File: src/rtl/neo_sequencer_if.sv
// ============================================================================
// neo_sequencer_if : sample-in, memory and psi-out bundle of the NEO sequencer
// Revision: 1.0
// ============================================================================
`default_nettype none

interface neo_sequencer_if #(
    parameter int N = 8,
    parameter int M = 8
);
    localparam int c_aw = $clog2(M) + 1;

    logic                   in_valid;
    logic signed [N-1:0]    in_data;
    logic                   in_ready;

    logic [c_aw-1:0]        waddr;
    logic signed [N-1:0]    wdata;
    logic                   mem_we;
    logic [c_aw-1:0]        raddr;
    logic signed [N-1:0]    rdata;

    logic                   out_valid;
    logic signed [2*N:0]    out_data;
    logic                   out_ready;
    logic [1:0]             fill;

    modport master (
        input  in_valid, in_data, rdata, out_ready,
        output in_ready, waddr, wdata, mem_we, raddr, out_valid, out_data, fill
    );

    modport slave (
        output in_valid, in_data, rdata, out_ready,
        input  in_ready, waddr, wdata, mem_we, raddr, out_valid, out_data, fill
    );
endinterface

`default_nettype wire

File: src/rtl/neo_sequencer.sv
// ============================================================================
// neo_sequencer : circular-buffer sample writer and psi = x1^2 - x0*x2 sequencer
// Revision: 1.0
// ============================================================================
`default_nettype none

module neo_sequencer #(
    parameter int N = 8,
    parameter int M = 8
) (
    input  logic            clk,
    input  logic            rst_n,
    input  logic            clear,
    neo_sequencer_if.master bus
);
    localparam int c_aw = $clog2(M) + 1;
    localparam logic [c_aw-1:0] c_m    = c_aw'(M);
    localparam logic [c_aw-1:0] c_last = c_aw'(M - 1);
    localparam logic [c_aw-1:0] c_one  = c_aw'(1);
    localparam logic [c_aw-1:0] c_two  = c_aw'(2);
    localparam logic [c_aw-1:0] c_zero = '0;

    typedef enum logic [2:0] {
        S_IDLE = 3'd0,
        S_RD_A = 3'd1,
        S_RD_B = 3'd2,
        S_RD_C = 3'd3,
        S_CALC = 3'd4,
        S_OUT  = 3'd5
    } state_t;

    state_t                 r_state;
    state_t                 w_state_nxt;
    logic [c_aw-1:0]        r_wptr;
    logic [c_aw-1:0]        r_a;
    logic [c_aw-1:0]        r_raddr;
    logic [c_aw-1:0]        w_raddr;
    logic [1:0]             r_fill;
    logic signed [N-1:0]    r_xa;
    logic signed [N-1:0]    r_xb;
    logic signed [2*N:0]    r_psi;
    logic signed [2*N:0]    w_psi;
    logic signed [2*N:0]    w_xa_e;
    logic signed [2*N:0]    w_xb_e;
    logic signed [2*N:0]    w_xc_e;
    logic                   w_idle;
    logic                   w_accept;
    logic                   w_we;

    function automatic logic [c_aw-1:0] sub_mod(input logic [c_aw-1:0] v,
                                                 input logic [c_aw-1:0] d);
        return (v >= d) ? (v - d) : (v + c_m - d);
    endfunction

    // Ready is forced low while reset is held, even though the state is IDLE.
    assign w_idle   = (r_state == S_IDLE) && rst_n;
    assign w_accept = w_idle && bus.in_valid;
    assign w_we     = w_accept && !clear;

    // Operands widened before multiplying so the difference is exact.
    assign w_xa_e = (2*N+1)'(r_xa);
    assign w_xb_e = (2*N+1)'(r_xb);
    assign w_xc_e = (2*N+1)'(bus.rdata);
    assign w_psi  = w_xb_e * w_xb_e - w_xa_e * w_xc_e;

    assign bus.in_ready  = w_idle;
    assign bus.mem_we    = w_we;
    assign bus.waddr     = w_we ? r_wptr : c_zero;
    assign bus.wdata     = w_we ? bus.in_data : '0;
    assign bus.raddr     = w_raddr;
    assign bus.out_valid = (r_state == S_OUT);
    assign bus.out_data  = r_psi;
    assign bus.fill      = r_fill;

    always_comb begin
        w_state_nxt = r_state;
        w_raddr     = r_raddr;
        case (r_state)
            S_IDLE: if (w_accept && (r_fill >= 2'd2)) w_state_nxt = S_RD_A;
            S_RD_A: begin
                w_raddr     = sub_mod(r_a, c_two);
                w_state_nxt = S_RD_B;
            end
            S_RD_B: begin
                w_raddr     = sub_mod(r_a, c_one);
                w_state_nxt = S_RD_C;
            end
            S_RD_C: begin
                w_raddr     = r_a;
                w_state_nxt = S_CALC;
            end
            S_CALC: w_state_nxt = S_OUT;
            S_OUT:  if (bus.out_ready) w_state_nxt = S_IDLE;
            default: w_state_nxt = S_IDLE;
        endcase
        if (clear) w_state_nxt = S_IDLE;
    end

    always_ff @(posedge clk or negedge rst_n) begin
        if (!rst_n) begin
            r_state <= S_IDLE;
            r_wptr  <= c_zero;
            r_a     <= c_zero;
            r_raddr <= c_zero;
            r_fill  <= 2'd0;
            r_xa    <= '0;
            r_xb    <= '0;
            r_psi   <= '0;
        end else begin
            r_state <= w_state_nxt;
            r_raddr <= w_raddr;
            if (clear) begin
                r_wptr <= c_zero;
                r_fill <= 2'd0;
            end else if (w_accept) begin
                r_a    <= r_wptr;
                r_wptr <= (r_wptr == c_last) ? c_zero : (r_wptr + c_one);
                if (r_fill != 2'd3) r_fill <= r_fill + 2'd1;
            end
            if (r_state == S_RD_B) r_xa  <= bus.rdata;
            if (r_state == S_RD_C) r_xb  <= bus.rdata;
            if (r_state == S_CALC) r_psi <= w_psi;
        end
    end
endmodule

`default_nettype wire

File: src/flat_wrapper.sv
// flat-port wrapper written by rule: the top's interface ports become plain ports
module neo_sequencer_flat 
#(
    parameter int N = 8,
    parameter int M = 8
)
  (clk, rst_n, clear, bus_in_valid, bus_in_data, bus_rdata, bus_out_ready, bus_in_ready, bus_waddr, bus_wdata, bus_mem_we, bus_raddr, bus_out_valid, bus_out_data, bus_fill);
  neo_sequencer_if #(.N(N), .M(M)) bus_i ();
  input  logic clk;
  input  logic rst_n;
  input  logic clear;
  input wire logic [$bits(bus_i.in_valid)-1:0] bus_in_valid;
  input wire logic [$bits(bus_i.in_data)-1:0] bus_in_data;
  input wire logic [$bits(bus_i.rdata)-1:0] bus_rdata;
  input wire logic [$bits(bus_i.out_ready)-1:0] bus_out_ready;
  output wire logic [$bits(bus_i.in_ready)-1:0] bus_in_ready;
  output wire logic [$bits(bus_i.waddr)-1:0] bus_waddr;
  output wire logic [$bits(bus_i.wdata)-1:0] bus_wdata;
  output wire logic [$bits(bus_i.mem_we)-1:0] bus_mem_we;
  output wire logic [$bits(bus_i.raddr)-1:0] bus_raddr;
  output wire logic [$bits(bus_i.out_valid)-1:0] bus_out_valid;
  output wire logic [$bits(bus_i.out_data)-1:0] bus_out_data;
  output wire logic [$bits(bus_i.fill)-1:0] bus_fill;
  assign bus_i.in_valid = bus_in_valid;
  assign bus_i.in_data = bus_in_data;
  assign bus_i.rdata = bus_rdata;
  assign bus_i.out_ready = bus_out_ready;
  assign bus_in_ready = bus_i.in_ready;
  assign bus_waddr = bus_i.waddr;
  assign bus_wdata = bus_i.wdata;
  assign bus_mem_we = bus_i.mem_we;
  assign bus_raddr = bus_i.raddr;
  assign bus_out_valid = bus_i.out_valid;
  assign bus_out_data = bus_i.out_data;
  assign bus_fill = bus_i.fill;
  neo_sequencer #(.N(N), .M(M)) u_core (.clk(clk), .rst_n(rst_n), .clear(clear), .bus(bus_i));
endmodule
File: config.mk
export PLATFORM = sky130hd
export DESIGN_NAME = neo_sequencer_flat
export DESIGN_NICKNAME = d
export VERILOG_FILES = /design/src/rtl/neo_sequencer_if.sv /design/src/rtl/neo_sequencer.sv /design/src/flat_wrapper.sv
export SDC_FILE = /design/constraint.sdc
export NUM_CORES = 1
export LEC_CHECK = 0
export BUFFER_PORTS_ARGS = -buffer_cell sky130_fd_sc_hd__buf_4
export CORE_MARGIN = 8
export CORE_UTILIZATION = 45
export DETAILED_ROUTE_END_ITERATION = 6
export PLACE_DENSITY_LB_ADDON = 0.25
export SLEW_MARGIN = 20
export SYNTH_ARGS = -nofsm -noshare
export SYNTH_HDL_FRONTEND = slang
export SYNTH_SLANG_ARGS = --single-unit
File: constraint.sdc
create_clock -name clk -period 8.45 [get_ports clk]
set_clock_uncertainty 0.05 [all_clocks]
set_input_delay 1.69 -clock clk [delete_from_list [all_inputs] [get_ports clk]]
set_output_delay 1.69 -clock clk [all_outputs]
set_load 0.01 [all_outputs]
# ---- Word-level counts from Yosys, hierarchy flattened
# Index checks and enable logic that the tools add are counted.
dict set report word_totals {
  output_inout_bits 38
  reg_bits 50
}
dict set report op_classes {
  multipliers 2
  reduce_logical 11
  order_cmp 3
  mux 15
  add_sub_neg 8
  bitwise_logic 1
  n_eq_ne 9
}
# cell count
set ops {}
lappend ops {{8-bit by 8-bit multiplier with 16-bit output} 2}
lappend ops {{4-bit 2-to-1 mux} 6}
lappend ops {{3-bit one-hot mux with 6 select lines} 1}
lappend ops {{17-bit subtractor} 1}
lappend ops {{4-bit one-hot mux with 3 select lines} 1}
lappend ops {{3-bit 2-to-1 mux} 3}
lappend ops {{8-bit 2-to-1 mux} 1}
lappend ops {{4-bit by 1-bit subtractor with 4-bit output (second input constant)} 2}
lappend ops {{4-bit by 2-bit subtractor with 4-bit output (second input constant)} 2}
lappend ops {{3-bit by 2-bit == test with 1-bit output (second input constant)} 2}
lappend ops {{3-bit == test (second input constant)} 2}
lappend ops {{2-bit 2-to-1 mux} 3}
lappend ops {{3-bit != test (second input constant)} 2}
lappend ops {{2-bit AND reduction} 3}
lappend ops {{4-bit by 1-bit adder with 4-bit output (second input constant)} 1}
lappend ops {{4-bit adder (second input constant)} 1}
lappend ops {{4-bit by 3-bit == test with 1-bit output (second input constant)} 1}
lappend ops {{4-bit by 1-bit >= comparator with 1-bit output (second input constant)} 1}
lappend ops {{4-bit by 2-bit >= comparator with 1-bit output (second input constant)} 1}
lappend ops {{1-bit logical AND} 4}
lappend ops {{2-bit nonzero test} 2}
lappend ops {{3-bit by 1-bit == test with 1-bit output (second input constant)} 1}
lappend ops {{3-bit logical NOT} 1}
lappend ops {{2-bit by 1-bit adder with 2-bit output (second input constant)} 1}
lappend ops {{other kinds (4)} 4}

# ---- Logic depth before layout (Yosys ltp)
dict set report logic_depth {
  ltp_word 7
  depth_mapped 24
  ltp_nobuf 23
}

# ---- Worst setup path before layout
# OpenSTA, ideal clock, no wires.
dict set report synth_path {
  path_kind {input to register}
  from {in bus_rdata[4]}
  to {reg u_core.r_psi[16] (netlist: u_core.bus.out_data[16])}
  arrival_time_ns 6.592
  stages 22
  required_time_ns 8.274
  path_buffers 1
  slack_ns 1.682
  path_cell_list {clkbuf_1 -> and2_1 -> fa_1 -> inv_1 -> fa_1 -> inv_1 -> fa_1 -> inv_1 -> fa_1 -> inv_1 -> ha_1 -> o21ai_0 -> nor2_1 -> o21a_1 -> nor2_1 -> xor2_1 -> ha_1 -> nand3_1 -> or4_4 -> a31oi_4 -> nand2_1 -> a221o_1}
}
dict set report synth_between {
  elab_chain_len 2
}
# element line_no
set synth_lines {}
lappend synth_lines {{from (decl)} flat_wrapper.sv:14} ;# input wire logic [$bits(bus_i.rdata)-1:0] bus_rdata;
lappend synth_lines {{8-bit by 8-bit multiplier with 16-bit output} neo_sequencer.sv:64} ;# assign w_psi = w_xb_e * w_xb_e - w_xa_e * w_xc_e;
lappend synth_lines {{17-bit subtractor} neo_sequencer.sv:64}
lappend synth_lines {{to (signal assigned)} neo_sequencer.sv:122} ;# if (r_state == S_CALC) r_psi <= w_psi;
lappend synth_lines {{to (decl)} neo_sequencer.sv:41} ;# logic signed [2*N:0] r_psi;
# Every way passes these cells.
# A chain may end at the register's enable or synchronous reset.

# ---- Worst setup path in the final report
# Ends and elaborated chain as after synthesis.

==> impl_results.md <==
- PostCTS Resize Cnt: 0
- Synthesized flop and latch total: 50
- Clock buffer depth: 2
- Top cells by count, synth: 175 x inv_1, 96 x fa_1, 82 x ha_1
- Slowest-stage cell, CP: or4_4
- Routed vias/inst: about 5.0
- Peak Freq: around 150 MHz
- I/O Pins: 59
- Inserted Clock Buffers: 5
- Count leader, synth: inv_1
- Worst hold path type: flop to flop
- Sequential share of the synthesized area: 16.23%
- Post-DR wirelength/cell: 14.42 microns
- Residual DRC: 0
- Initial Util: a little under half
- GRT overflow: 0
- GRT Resource Usage Total: roughly 16%
- Dpl hpwl: around 14,000 microns
- First-pass GRT wire length: between 20,000 and 30,000 microns
- Crit Reg-Reg Startpoint: u_core.r_xb[3]
- Number of cell rows: 48
- FFs w/ async S/R, synth: 100.0%
- Status: completed
- Via Count: between 5,000 and 6,000
- Post-layout net count: around 1,100
- Critical path arrival: roughly 7 ns
- Min Tclk post-route: 6.688 ns
- Leading post-synthesis cells by cell area: fa_1 25%, dfrtp_1 16%, ha_1 13%
- Relative slew slack: between 30% and 40%
- Largest net degree at the start of global routing: 52
- Finished Cell Area: ~8500 sq um
- Root buf cell: clkbuf_16
- Number of diodes: 0
- Clk pin slew, worst setup/hold paths: 0.07 ns
- Total die area: ~22,000 sq um
- Period Utilization, post-route: between 70% and 80%
- TritonCTS clock tree: built
- Die X-Extent: around 150 microns
- RR Endpoint: u_core.bus.out_data[14]
- Placed Area: ~8300 sq um
- Worst-margin pin slew: between 1 and 1.5 ns
- Hold worst-path end: u_core.r_raddr[3]
- Crit-path max cell delay: roughly 0.58 ns
- Die extent in y: 146.9 microns
- Final WL: about 16,000 microns
- Ys Warns: 0
- Initial DRC Count: 209
- Net Count, Synth: about 1,000
- Post-CTS Setup Repair Bufs: 0
- Area leader, netlist: fa_1
- Crit Path Class: primary input to flop
- Max-slew violations: 0
- Max-cap violation count: 0
- Initial antenna violation count: 0
- Clk_lat worst skew: ~0.31 ns
- Final-report hold violation count: 0
- Hold path cells: 2
- Vias in the first global route: roughly 6,000
- Critical path, cell by cell: buf_4 -> and2_1 -> fa_1 -> inv_1 -> fa_1 -> inv_1 -> fa_1 -> inv_1 -> fa_1 -> inv_1 -> ha_1 -> o21ai_0 -> nor2_1 -> o21a_1 -> nor2_1 -> xor2_1 -> ha_1 -> nand3_1 -> or4_4 -> a31oi_4 -> nand2_1 -> a221o_1
- H-Tree Depth: 2
- Hold Crit Start: u_core.r_raddr[3]
- CP endpoint kind: flop
- Mapped Avg Cell Area: 9.092 sq um
- Most used DFF post-synth: dfrtp_1
- Core area: roughly 17,000 sq um
- Clock sink count: 50
- Final GP Congestion: 0.8447
- Crit path required time: 8.59 ns
- Core Util, Final: roughly half
- R2r setup slk: around 2.4 ns
- Synthesized area: 7710 sq um
- Antenna-violating nets left: 0
- Hold_ws: between 0.4 and 0.5 ns
- P&R area growth vs syn: 10.43%
- Library cells used by synthesis: 56
- CP startpoint kind: primary input
- R2R depth: 23
- Final setup fails: 0
- PortBufs: between 50 and 60
- Share of cells above drive strength 1: approximately an eighth
- Number of enable flip-flop cells after synthesis: 0
- Yosys top cell area share: ~25%
- Setup TNS: 0 ns
- CP Max Fanout: 10
- RSZ-0062 raised after global routing: false
- Gate Count Post-Synth: ~850
- Drt pass-1 iters: 4
- Hold-fix buffers at CTS: 0
==> layer usage <==
metal | global-route usage (%) | share of wire [%] | vias up
li1 | - | - | 2764
met1 | 20.06 | 45 | 2748
met2 | 28.43 | 51 | 79
met3 | 2.461 | 2.9 | 11
met4 | 2.958 | 1.2 | 0
met5 | 0 | 0 | -
==> registers in the layout (all words and copies together), names as in the netlist <==
name / flops
u_core.r_raddr: 4
u_core.bus.fill: 2
u_core.bus.out_data: 17
u_core.r_state: 3
u_core.r_a: 4
u_core.r_wptr: 4
u_core.r_xb: 8
u_core.r_xa: 8
==> worst max-delay path, delay by kind of cell <==
kind / cells / cell delay (ns)
adder cells (fa/ha/maj): 6 / 2.76
XOR/XNOR: 1 / 0.14
buffers and inverters: 5 / 0.35
AND/OR/NAND/NOR: 6 / 1.12
AO/OA/AOI/OAI: 4 / 0.74
==> kinds of logic after synthesis <==
| logic type | count (synthesis) | synth area share [%] |
|---|---|---|
| xor+xnor | 53 | 6.021 |
| mux | 22 | 3.213 |
| compound gates | 123 | 11.07 |
| fa+ha+maj | 178 | 38.23 |
| flops | 50 | 16.23 |
| simple gates | 225 | 15.60 |
| buf+inv | 197 | 9.640 |
==> cells in the final DEF (no fill, tap or decap), types with 6 or more instances in the layout <==
master / n
dfrtp_1: 50
nand3_1: 9
fa_1: 96
buf_4: 58
a211oi_1: 6
o21ai_1: 9
inv_1: 175
o21ai_0: 22
o21bai_1: 6
nor3_1: 8
nor2_1: 36
a21o_1: 8
mux2_2: 22
xor2_1: 13
a21oi_1: 32
xnor2_1: 40
nor2b_1: 16
nand2b_1: 9
ha_1: 82
and2_1: 75
nand2_1: 53
==> area by class of cell <==
cell class	instances	area, sq um
Tap cell	225	281.5
Fill cell	1622	8482
Timing Repair Buffer	58	435.4
Multi-Input combinational cell	601	5715
Clock inverter	3	48.80
Clock buffer	5	125.1
Sequential cell	50	1251
Inverter	175	656.9
==> worst max path at each step <==
stage / startpoint / endpoint / slack [ns] / depth (start not counted)
6_report: bus_rdata[4] / u_core.bus.out_data[16] / 1.76 / 22
5_1_grt: bus_rdata[4] / u_core.bus.out_data[16] / 1.49 / 22
4_1_cts: bus_rdata[4] / u_core.bus.out_data[16] / 1.76 / 22
3_5_place_dp: bus_rdata[4] / u_core.bus.out_data[16] / 1.44 / 22
3_3_place_gp: bus_rdata[0] / u_core.bus.out_data[16] / 1.48 / 21
2_1_floorplan: bus_rdata[4] / u_core.bus.out_data[16] / 1.68 / 22
==> through the flow <==
| stage | cells | setup slack [ns] |
|---|---|---|
| 6_report | 1117 | 1.762 |
| 4_1_cts | 1117 | 1.764 |
| 3_3_place_gp | 1109 | 1.481 |
| 3_5_place_dp | 1109 | 1.440 |
| 2_1_floorplan | 848 | 1.682 |
| 5_1_grt | 1117 | 1.487 |
Power is not shown: default switching activity piles up to over one toggle a cycle in this logic, so the estimate is an artifact.
